`src/rtl/fetch_pc_unit_pkg.sv`:
```
// fetch_pc_unit_pkg
// Shared constants and types for the instruction-fetch stage: FSM state
// encoding, instruction width, default NOP encoding and the 16-bit PC adder.
// No ports.
package fetch_pc_unit_pkg;

  localparam int unsigned INSTR_W = 16;
  localparam int unsigned ADDR_W  = 16;

  localparam logic [INSTR_W-1:0] NOP_INSTR_DEF = 16'h0800;
  localparam logic [ADDR_W-1:0]  PC_STEP       = 16'd2;

  // state     | meaning
  // IDLE      | out of reset, first request issued next cycle
  // FETCH     | request outstanding at reqAddr, consuming responses
  // HOLD      | response captured in skid buffer while stalled
  // DRAIN     | redirected with a request in flight; discard its response
  // HALTED    | HALT seen; frozen until reset
  typedef enum logic [2:0] {
    IDLE   = 3'd0,
    FETCH  = 3'd1,
    HOLD   = 3'd2,
    DRAIN  = 3'd3,
    HALTED = 3'd4
  } fetchState_e;

  // The shared 16-bit adder; wraps naturally (0xFFFE + 2 = 0x0000).
  function automatic logic [ADDR_W-1:0] add16(input logic [ADDR_W-1:0] a,
                                              input logic [ADDR_W-1:0] b);
    return a + b;
  endfunction

endpackage

```
`src/rtl/fetch_pc_unit_if.sv`:
```
// fetch_pc_unit_if
// Instruction-memory request/response handshake.
//   imem_req   : fetch request valid (fetch side drives)
//   imem_addr  : fetch address, stable while imem_req=1 until imem_ready
//   imem_ready : imem_data valid this cycle (memory side drives)
//   imem_data  : fetched instruction
// Modports: master = fetch unit, slave = instruction memory.
interface fetch_pc_unit_if;
  import fetch_pc_unit_pkg::*;

  logic               imem_req;
  logic [ADDR_W-1:0]  imem_addr;
  logic               imem_ready;
  logic [INSTR_W-1:0] imem_data;

  modport master (
    output imem_req,
    output imem_addr,
    input  imem_ready,
    input  imem_data
  );

  modport slave (
    input  imem_req,
    input  imem_addr,
    output imem_ready,
    output imem_data
  );

endinterface

```
`src/rtl/fetch_pc_unit_ifid.sv`:
```
// ifid_reg
// IF/ID pipeline register with load / hold / flush controls.
//   clk, rst_n      : clock, asynchronous active-low reset
//   load            : capture instrIn / pcPlus2In and mark valid
//   flush           : insert a bubble (NOP, valid=0); wins over load
//   instrIn         : instruction to capture
//   pcPlus2In       : PC+2 of that instruction
//   instr, pcPlus2  : registered IF/ID contents
//   valid           : IF/ID holds a real instruction
// Neither load nor flush means hold.
module ifid_reg
  import fetch_pc_unit_pkg::*;
#(
  parameter logic [INSTR_W-1:0] NOP = NOP_INSTR_DEF
) (
  input  logic               clk,
  input  logic               rst_n,
  input  logic               load,
  input  logic               flush,
  input  logic [INSTR_W-1:0] instrIn,
  input  logic [ADDR_W-1:0]  pcPlus2In,
  output logic [INSTR_W-1:0] instr,
  output logic [ADDR_W-1:0]  pcPlus2,
  output logic               valid
);

  always_ff @(posedge clk or negedge rst_n) begin
    if (!rst_n) begin
      instr   <= NOP;
      pcPlus2 <= '0;
      valid   <= 1'b0;
    end else if (flush) begin
      // pcPlus2 is left as-is; it is meaningless while valid=0
      instr <= NOP;
      valid <= 1'b0;
    end else if (load) begin
      instr   <= instrIn;
      pcPlus2 <= pcPlus2In;
      valid   <= 1'b1;
    end
  end

endmodule

```
`src/rtl/fetch_pc_unit.sv`:
```
// fetch_pc_unit
// Instruction-fetch stage: owns the architectural PC, issues requests to
// instruction memory and fills the IF/ID register. Handles EX redirects,
// hazard stalls (with a one-entry skid buffer), HALT, and a variable-latency
// memory handshake.
// Ports:
//   clk, rst_n        : clock, asynchronous active-low reset
//   stall             : hold PC and IF/ID
//   redirect          : branch taken / jump from EX (highest priority)
//   redirect_addr     : redirect target; bit 0 is dropped and flagged in err
//   halt              : HALT decoded in ID
//   imem              : instruction-memory handshake (master modport)
//   pc                : current fetch PC
//   ifid_instr        : IF/ID instruction
//   ifid_pc_plus2     : IF/ID PC+2
//   ifid_valid        : IF/ID holds a real instruction
//   err               : sticky misaligned-redirect flag
// Build option FETCH_PERF_CNT_EN adds 16-bit saturating counters
//   perf_fetched, perf_stall_cycles, perf_redirects.
module fetch_pc_unit
  import fetch_pc_unit_pkg::*;
#(
  parameter logic [ADDR_W-1:0]  RESET_PC  = 16'h0000,
  parameter logic [INSTR_W-1:0] NOP_INSTR = NOP_INSTR_DEF
) (
  input  logic                clk,
  input  logic                rst_n,
  input  logic                stall,
  input  logic                redirect,
  input  logic [ADDR_W-1:0]   redirect_addr,
  input  logic                halt,
  fetch_pc_unit_if.master     imem,
  output logic [ADDR_W-1:0]   pc,
  output logic [INSTR_W-1:0]  ifid_instr,
  output logic [ADDR_W-1:0]   ifid_pc_plus2,
  output logic                ifid_valid,
  output logic                err
`ifdef FETCH_PERF_CNT_EN
  ,
  output logic [15:0]         perf_fetched,
  output logic [15:0]         perf_stall_cycles,
  output logic [15:0]         perf_redirects
`endif
);

  fetchState_e        state;
  logic [ADDR_W-1:0]  pcQ;
  logic [ADDR_W-1:0]  reqAddrQ;
  logic [INSTR_W-1:0] skidQ;
  logic               reqQ;
  logic               errQ;
  logic               haltPendQ;

  logic [ADDR_W-1:0]  pcNext;
  logic [ADDR_W-1:0]  target;
  logic               redirectTaken;
  logic               ifidLoad;
  logic               ifidFlush;
  logic [INSTR_W-1:0] ifidInstrIn;

  assign pcNext        = add16(pcQ, PC_STEP);
  assign target        = redirect_addr & 16'hFFFE;
  assign redirectTaken = redirect && (state != HALTED);

  // IF/ID control. A redirect or halt always flushes; DRAIN and HALTED keep
  // the register a bubble so a discarded response can never leak through.
  always_comb begin
    ifidLoad    = 1'b0;
    ifidFlush   = 1'b0;
    ifidInstrIn = imem.imem_data;
    case (state)
      IDLE: begin
        if (redirect) ifidFlush = 1'b1;
      end
      FETCH: begin
        if (redirect || halt)                  ifidFlush = 1'b1;
        else if (imem.imem_ready && !stall)    ifidLoad  = 1'b1;
        else if (!imem.imem_ready && !stall)   ifidFlush = 1'b1;
      end
      HOLD: begin
        if (redirect || halt) begin
          ifidFlush = 1'b1;
        end else if (!stall) begin
          ifidLoad    = 1'b1;
          ifidInstrIn = skidQ;
        end
      end
      DRAIN, HALTED: ifidFlush = 1'b1;
      default: ;
    endcase
  end

  always_ff @(posedge clk or negedge rst_n) begin
    if (!rst_n) begin
      state     <= IDLE;
      pcQ       <= RESET_PC;
      reqAddrQ  <= RESET_PC;
      skidQ     <= '0;
      reqQ      <= 1'b0;
      errQ      <= 1'b0;
      haltPendQ <= 1'b0;
    end else begin
      if (redirectTaken) begin
        pcQ <= target;
        if (redirect_addr[0]) errQ <= 1'b1;
      end
      case (state)
        IDLE: begin
          state    <= FETCH;
          reqQ     <= 1'b1;
          reqAddrQ <= redirect ? target : pcQ;
        end
        FETCH: begin
          if (redirect) begin
            // Without a response the old request is still owed to us, so its
            // address must stay on the bus until it completes.
            if (imem.imem_ready) reqAddrQ <= target;
            else                 state    <= DRAIN;
          end else if (halt) begin
            state <= HALTED;
            reqQ  <= 1'b0;
          end else if (imem.imem_ready) begin
            if (stall) begin
              skidQ <= imem.imem_data;
              state <= HOLD;
              reqQ  <= 1'b0;
            end else begin
              pcQ      <= pcNext;
              reqAddrQ <= pcNext;
            end
          end
        end
        HOLD: begin
          if (redirect) begin
            state    <= FETCH;
            reqQ     <= 1'b1;
            reqAddrQ <= target;
            skidQ    <= '0;
          end else if (halt) begin
            state <= HALTED;
            skidQ <= '0;
          end else if (!stall) begin
            state    <= FETCH;
            reqQ     <= 1'b1;
            pcQ      <= pcNext;
            reqAddrQ <= pcNext;
          end
        end
        DRAIN: begin
          if (halt && !redirect) haltPendQ <= 1'b1;
          if (imem.imem_ready) begin
            if (haltPendQ || (halt && !redirect)) begin
              state     <= HALTED;
              reqQ      <= 1'b0;
              haltPendQ <= 1'b0;
            end else begin
              state    <= FETCH;
              reqAddrQ <= redirect ? target : pcQ;
            end
          end
        end
        HALTED: ;
        default: begin
          state <= IDLE;
          reqQ  <= 1'b0;
        end
      endcase
    end
  end

  ifid_reg #(
    .NOP (NOP_INSTR)
  ) u_ifid (
    .clk       (clk),
    .rst_n     (rst_n),
    .load      (ifidLoad),
    .flush     (ifidFlush),
    .instrIn   (ifidInstrIn),
    .pcPlus2In (pcNext),
    .instr     (ifid_instr),
    .pcPlus2   (ifid_pc_plus2),
    .valid     (ifid_valid)
  );

  assign imem.imem_req  = reqQ;
  assign imem.imem_addr = reqAddrQ;
  assign pc             = pcQ;
  assign err            = errQ;

`ifdef FETCH_PERF_CNT_EN
  always_ff @(posedge clk or negedge rst_n) begin
    if (!rst_n) begin
      perf_fetched      <= '0;
      perf_stall_cycles <= '0;
      perf_redirects    <= '0;
    end else begin
      if (ifidLoad && (perf_fetched != 16'hFFFF))
        perf_fetched <= perf_fetched + 16'd1;
      if (stall && ifid_valid && (perf_stall_cycles != 16'hFFFF))
        perf_stall_cycles <= perf_stall_cycles + 16'd1;
      if (redirectTaken && (perf_redirects != 16'hFFFF))
        perf_redirects <= perf_redirects + 16'd1;
    end
  end
`endif

endmodule

```
`src/flat_wrapper.sv`:
```
// flat-port wrapper written by rule: the top's interface ports become plain ports
module fetch_pc_unit_flat import fetch_pc_unit_pkg::*;
#(
  parameter logic [ADDR_W-1:0]  RESET_PC  = 16'h0000,
  parameter logic [INSTR_W-1:0] NOP_INSTR = NOP_INSTR_DEF
)
  (clk, rst_n, stall, redirect, redirect_addr, halt, pc, ifid_instr, ifid_pc_plus2, ifid_valid, err, imem_imem_req, imem_imem_addr, imem_imem_ready, imem_imem_data);
  fetch_pc_unit_if imem_i ();
  input  logic clk;
  input  logic rst_n;
  input  logic stall;
  input  logic redirect;
  input  logic [ADDR_W-1:0] redirect_addr;
  input  logic halt;
  output logic [ADDR_W-1:0] pc;
  output logic [INSTR_W-1:0] ifid_instr;
  output logic [ADDR_W-1:0] ifid_pc_plus2;
  output logic ifid_valid;
  output logic err;
  output wire logic [$bits(imem_i.imem_req)-1:0] imem_imem_req;
  output wire logic [$bits(imem_i.imem_addr)-1:0] imem_imem_addr;
  input wire logic [$bits(imem_i.imem_ready)-1:0] imem_imem_ready;
  input wire logic [$bits(imem_i.imem_data)-1:0] imem_imem_data;
  assign imem_imem_req = imem_i.imem_req;
  assign imem_imem_addr = imem_i.imem_addr;
  assign imem_i.imem_ready = imem_imem_ready;
  assign imem_i.imem_data = imem_imem_data;
  fetch_pc_unit #(.RESET_PC(RESET_PC), .NOP_INSTR(NOP_INSTR)) u_core (.clk(clk), .rst_n(rst_n), .stall(stall), .redirect(redirect), .redirect_addr(redirect_addr), .halt(halt), .imem(imem_i), .pc(pc), .ifid_instr(ifid_instr), .ifid_pc_plus2(ifid_pc_plus2), .ifid_valid(ifid_valid), .err(err));
endmodule
```
`config.mk`:
```
export PLATFORM = sky130hd
export DESIGN_NAME = fetch_pc_unit_flat
export DESIGN_NICKNAME = d
export VERILOG_FILES = /design/src/rtl/fetch_pc_unit_pkg.sv /design/src/rtl/fetch_pc_unit_if.sv /design/src/rtl/fetch_pc_unit_ifid.sv /design/src/rtl/fetch_pc_unit.sv /design/src/flat_wrapper.sv
export SDC_FILE = /design/constraint.sdc
export NUM_CORES = 1
export LEC_CHECK = 0
export ABC_CLOCK_PERIOD_IN_PS = 3310
export BUFFER_PORTS_ARGS = -buffer_cell sky130_fd_sc_hd__buf_2
export CAP_MARGIN = 10
export CORE_MARGIN = 10
export CORE_UTILIZATION = 40
export CTS_BUF_LIST = sky130_fd_sc_hd__clkbuf_4 sky130_fd_sc_hd__clkbuf_8
export CTS_CLUSTER_DIAMETER = 150
export CTS_CLUSTER_SIZE = 8
export DETAILED_ROUTE_END_ITERATION = 16
export MAX_ROUTING_LAYER = met4
export PLACE_DENSITY = 0.67
export SYNTH_ARGS = -nofsm -noshare
export SYNTH_HDL_FRONTEND = slang
export SYNTH_HIERARCHICAL = 1
export SYNTH_SLANG_ARGS = --single-unit
```
`constraint.sdc`:
```
create_clock -name clk -period 3.31 [get_ports clk]
set_input_delay 0.331 -clock clk [delete_from_list [all_inputs] [get_ports clk]]
set_output_delay 0.331 -clock clk [all_outputs]
set_load 0.005 [all_outputs]
```
* Word-level counts from Yosys, hierarchy flattened
Cells that the tools add are included.
Storage, ports and cells: register bits after elaboration 87, output and inout bits 67, word-level logic and storage cells 121
Operators by class: $add $sub $neg 1, equality and inequality tests 21, multiplexer cells 67, bitwise gates (word level) 2, reductions and logical operators 20
Operators by type and width (number):
- two-way mux 16 bit | 27
- one-hot mux 16 bit (2 select lines) | 2
- one-hot mux 16 bit (4 select lines) | 1
- two-way mux 3 bit | 10
- inequality test 3 bit (second input constant) | 8
- two-way mux 1 bit | 23
- adder 16 x 2 -> 16 bit (second input constant) | 1
- one-hot mux 3 bit (5 select lines) | 1
- inequality test 4 bit (second input constant) | 3
- AND reduction 6 bit | 2
- inequality test 2 bit (second input constant) | 5
- AND reduction 8 bit | 1
- equality test 3 x 2 -> 1 bit (second input constant) | 2
- one-hot mux 1 bit (5 select lines) | 1
- AND reduction 5 bit | 1
- logical AND 1 bit | 4
- one-hot mux 1 bit (4 select lines) | 1
- AND reduction 2 bit | 2
- nonzero test 2 bit | 2
- nonzero test 4 bit | 1
- equality test 3 x 1 -> 1 bit (second input constant) | 1
- equality test 3 bit (second input constant) | 1
- zero test 1 bit | 3
- zero test 3 bit | 1
- other kinds (5) | 7

* Depth between registers and ports, before layout
word-level depth 8, gate-level depth with buffers 11, gate-level depth less buffers 6

* By module
Netlist, hierarchy kept.
By module, submodules not included:
- fetch_pc_unit | instances 1, cells each 364, area each 3402.0 um^2
- ifid_reg | instances 1, cells each 90, area each 1346.3 um^2

* Worst setup path before layout
Ideal clock, no wire load.
kind reg-to-reg, from register u_core.state[2], to register u_core.u_ifid.pcPlus2[10], setup time 0.125 ns, data arrival time 2.135 ns, data required time 3.185 ns, setup slack 1.050 ns, stages on the path, launching flop included 11, period minus slack after synthesis 2.260 ns, cells stage by stage dfrtp_1 -> buf_2 -> clkbuf_1 -> a2111oi_0 -> a21o_1 -> a21oi_1 -> buf_4 -> nor2b_4 -> buf_6 -> buf_12 -> mux2_4
On the way: longest elaborated chain between the ends 5, elaborated cells between the ends (all ways) 10, classes of those cells 4 x eq/ne; 2 x mux; 1 x bitwise; 3 x reduce/logical
Ends and longest elaborated chain:
- start, declared | line fetch_pc_unit.sv:46 | fetchState_e state;
- start signal, assigned | line fetch_pc_unit.sv:95 | state <= IDLE;
- start signal, assigned | line fetch_pc_unit.sv:109 | state <= FETCH;
- start signal, assigned | line fetch_pc_unit.sv:118 | else state <= DRAIN;
- equality test 3 x 2 -> 1 bit / equality test 3 bit (equally long branches) | line fetch_pc_unit.sv:71 | case (state)
- OR reduction 2 bit | line fetch_pc_unit.sv:71
- one-hot mux 1 bit (4 select lines) (*) | line fetch_pc_unit.sv:71
- net u_core.ifidFlush | line fetch_pc_unit.sv:58 | logic ifidFlush;
- inverter 1 bit (no source line) (*)
- AND reduction 2 bit (no source line) (*)
- end signal, assigned | line fetch_pc_unit_ifid.sv:38 | pcPlus2 <= pcPlus2In;
- end, declared | line fetch_pc_unit_ifid.sv:23 | output logic [ADDR_W-1:0] pcPlus2,
Mark *: on every way through the listed nets, which the timed path passes. The rest lies on a longest branch. A chain may end at the register's enable or synchronous reset.

* Worst setup path in the final report
from register u_core.state[1], to register u_core.u_ifid.pcPlus2[0]
The elaborated chain is that of the path after synthesis.

==> summary.json <==
{
  "drc_errors": {"value": 0},
  "syn_inst": {"value": 454},
  "arrival": {"value": 2.72, "unit": "ns"},
  "ir_worst_vdd": {"value": 0.000315, "unit": "V"},
  "clock_sink_count": {"value": 87},
  "max_stage_delay": {"value": 0.66, "unit": "ns"},
  "num_ports": {"value": 105},
  "critical_path_required": {"value": 3.55, "unit": "ns"},
  "grtUsageTotal": {"value": 0.158},
  "clock_tree_from_tritoncts": {"value": "yes"},
  "synth-edff-count": {"value": 0},
  "timing.critical_path.cells": {"value": "a2111oi_0, a21o_1, a21oi_1, nor2b_4, mux2_2"},
  "p_sw": {"value": 1520, "unit": "µW"},
  "yosys_warnings": {"value": 6},
  "p_sw_frac": {"value": 0.367},
  "number_of_detailed_route_iterations_in_the_first_pass": {"value": 5},
  "buffer_ports.inserted": {"value": 104},
  "initial_core_util": {"value": 0.412},
  "dpl.cell_count": {"value": 670},
  "grt_max_degree": {"value": 41},
  "skew": {"value": 0.00670, "unit": "ns"},
  "cts.root.buffer_cell": {"value": "sky130_fd_sc_hd__clkbuf_8"},
  "stdcell_count": {"value": 687},
  "final_critical_path_setup_slack": {"value": 0.828, "unit": "ns"},
  "diodes": {"value": 0},
  "placeableCoreArea": {"value": 0.0115, "unit": "mm²"},
  "area_of_the_die": {"value": 0.0166, "unit": "mm²"},
  "most_common_cell_after_layout_fill_and_taps_aside": {"value": "sky130_fd_sc_hd__buf_2"},
  "holdWs": {"value": 0.180, "unit": "ns"},
  "gpl.final_weighted_congestion": {"value": 0.856},
  "hold_buffers_post_cts": {"value": 1},
  "worstSkewPairLatency": {"value": 0.35, "unit": "ns"},
  "post_synthesis_cell_type_count": {"value": 67},
  "cp_max_fo": {"value": 20},
  "ant_nets": {"value": 0},
  "vias": {"value": 3795},
  "status": {"value": "finished clean"},
  "drt_first_iter_violations": {"value": 233},
  "net_count_after_synthesis": {"value": 493},
  "grt_overflow": {"value": 0},
  "layout.filler_cells": {"value": 1086},
  "synthesis.area_per_instance": {"value": 10.5, "unit": "µm²"},
  "timing.hold.worst.class": {"value": "in2reg"},
  "power_frac_comb": {"value": 0.381},
  "postCtsSetupRepairBufs": {"value": 0},
  "cts.htree.levels": {"value": 3},
  "power_report.internal_total": {"value": 2620, "unit": "µW"},
  "path_buf_inv": {"value": 0},
  "drt-vias-per-instance": {"value": 5.52},
  "power.static_leakage": {"value": 0.00253, "unit": "µW"},
  "critical_path.top_delay_family": {"value": "compound AO/OA/AOI/OAI gates"},
  "final_layout_size_suffix_gt1_frac": {"value": 0.331},
  "first_global_vias": {"value": 3914},
  "seq_power_share": {"value": 0.420},
  "max_cap_viol_count": {"value": 0},
  "final_nets": {"value": 578},
  "totalNegativeSetupSlack": {"value": 0, "unit": "ns"},
  "clock_power_share": {"value": 0.199},
  "criticalPathCategory": {"value": "reg2reg"},
  "flip_flop_and_latch_count_after_synthesis": {"value": 87},
  "die_h": {"value": 129, "unit": "µm"},
  "period_share": {"value": 0.750},
  "max_slew_margin": {"value": 0.504},
  "core.rowCount": {"value": 39},
  "cts.repair.resized": {"value": 0},
  "timing.critical_path.to_type": {"value": "flip-flop"},
  "synth_seq_area_share": {"value": 0.459},
  "commonest_cells_after_routing_fill_and_taps_aside": {"value": "sky130_fd_sc_hd__buf_2, sky130_fd_sc_hd__dfrtp_1, sky130_fd_sc_hd__nand2_1"},
  "synth_area": {"value": 0.00475, "unit": "mm²"},
  "antenna_found_initial": {"value": 0},
  "die-width": {"value": 129, "unit": "µm"},
  "routed_wirelength": {"value": 12800, "unit": "µm"},
  "cts.reportedPaths.clkPinSlew": {"value": 0.08, "unit": "ns"},
  "highest_clock_rate": {"value": 403, "unit": "MHz"},
  "power": {"value": 4140, "unit": "µW"},
  "rsz0062_at_grt": {"value": "false"},
  "finalMaxSlewViolations": {"value": 0},
  "cts_made_buffers": {"value": 9},
  "layout_area_growth_over_synthesis": {"value": 15.9, "unit": "%"},
  "cts_buffer_depth": {"value": 2},
  "final-hold-violation-count": {"value": 0},
  "critical_path_slowest_stage_cell": {"value": "sky130_fd_sc_hd__dfrtp_1"},
  "post-place-ws": {"value": 0.844, "unit": "ns"},
  "p_per_area": {"value": 753, "unit": "mW/mm²"},
  "avgRoutedWirePerCell": {"value": 18.6, "unit": "µm"},
  "async_flop_share": {"value": 1.00},
  "slew_worst_pin": {"value": 0.744, "unit": "ns"},
  "startpoint_type_of_the_worst_setup_path": {"value": "flip-flop"},
  "synth_top_flop_cell": {"value": "sky130_fd_sc_hd__dfrtp_1"},
  "layout_min_cycle_time": {"value": 2.48, "unit": "ns"},
  "grt_first_pass_wirelength": {"value": 20600, "unit": "µm"},
  "setup-violations-final": {"value": 0},
  "place_hpwl": {"value": 9330, "unit": "µm"}
}
## worst register-to-register path, cell delays in order (launching register included)
cell and delay, ns:
sky130_fd_sc_hd__dfrtp_1 0.66, sky130_fd_sc_hd__a2111oi_0 0.49, sky130_fd_sc_hd__a21o_1 0.13, sky130_fd_sc_hd__a21oi_1 0.07
sky130_fd_sc_hd__nor2b_4 0.61, sky130_fd_sc_hd__mux2_2 0.41
## path summary, 6_finish.rpt
path,end,cells past startpoint,startpoint,slack [ns]
min in group asynchronous,u_core/u_ifid/pcPlus2[9],2,rst_n,0.49
max reg2reg,u_core/u_ifid/pcPlus2[0],5,u_core/state[1],0.83
max in group asynchronous,u_core/skidQ[1],3,rst_n,2.09
min,u_core/err,2,redirect_addr[0],0.18
min reg2reg,u_core/err,1,u_core/err,0.46
max,u_core/u_ifid/pcPlus2[0],5,u_core/state[1],0.83
## synthesized netlist by cell type (all sizes together) (2+ instances only)
cell type | n | area share
a211oi | 6 | 0.0095
a21o | 4 | 0.0063
a21oi | 18 | 0.019
a22o | 17 | 0.031
a311oi | 6 | 0.011
a31oi | 4 | 0.0053
a41oi | 2 | 0.0037
and2 | 2 | 0.0026
and3 | 3 | 0.0040
and4 | 3 | 0.0055
buf | 27 | 0.040
clkbuf | 13 | 0.012
dfrtp | 86 | 0.45
inv | 7 | 0.0055
mux2 | 37 | 0.096
mux2i | 20 | 0.042
nand2 | 42 | 0.033
nand2b | 4 | 0.0053
nand3 | 13 | 0.015
nand4 | 3 | 0.0053
nor2 | 40 | 0.033
nor2b | 4 | 0.0069
nor3 | 7 | 0.0074
nor3b | 2 | 0.0032
nor4 | 6 | 0.014
o211ai | 4 | 0.0063
o21a | 3 | 0.0047
o21ai | 24 | 0.028
o22ai | 3 | 0.0040
o311ai | 2 | 0.0037
xnor2 | 13 | 0.028
xor2 | 11 | 0.020
## registers in the layout, summed over array words and instances, names as in the netlist
| register | flops |
|---|---|
| u_core/imem.imem_req | 1 |
| u_core/imem.imem_addr | 16 |
| u_core/err | 1 |
| u_core/u_ifid/valid | 1 |
| u_core/u_ifid/instr | 16 |
| u_core/state | 3 |
| u_core/pc | 16 |
| u_core/skidQ | 16 |
| u_core/u_ifid/pcPlus2 | 16 |
| u_core/haltPendQ | 1 |
## metal layers
| metal | global-route usage | vias up | part of all wire |
|---|---|---|---|
| met5 | - | - | 0 |
| met4 | 0.0381 | 0 | 0.0066 |
| met3 | 0.0468 | 15 | 0.074 |
| met2 | 0.246 | 146 | 0.47 |
| met1 | 0.199 | 1848 | 0.45 |
| li1 | - | 1786 | - |
## final cells by class
cell class,instances,area (µm²),area share
well taps,143,179,0.0325
clock inverters,4,70.1,0.0127
clock buffers,12,153,0.0277
flip-flops and latches,87,2180,0.396
multi-input cells,319,2290,0.417
repair buffers,114,601,0.109
inverters,8,30.0,0.00546
## metrics by stage
stage / util / area (µm²)
6_report: 0.478 / 5500
5_1_grt: 0.478 / 5500
4_1_cts: 0.478 / 5500
3_5_place_dp: 0.458 / 5270
3_3_place_gp: 0.458 / 5270
2_1_floorplan: - / 4750
## power by group through the flow
stage	combinational, µW	clock [µW]	sequential (µW)
after floorplan	1170	0	1650
after global placement	1550	0	1740
after detailed placement	1580	0	1750
after CTS	1580	854	1740
after global routing	1750	889	1800
final	1580	825	1740
## cells by family (layout without fill, tap and decap cells)
kind of cell / count (synthesis) / count (layout) / share of synthesized area
AOI/OAI and AO/OA: 100 / 100 / 0.146
muxes: 57 / 57 / 0.138
adders and majority gates: 1 / 1 / 0.00263
DFF: 87 / 87 / 0.459
xor gates and xnor gates: 24 / 24 / 0.0482
buffers and inverters: 48 / 138 / 0.0585
and+or+nand+nor: 137 / 137 / 0.148
Power figures use the tool's default switching activity.
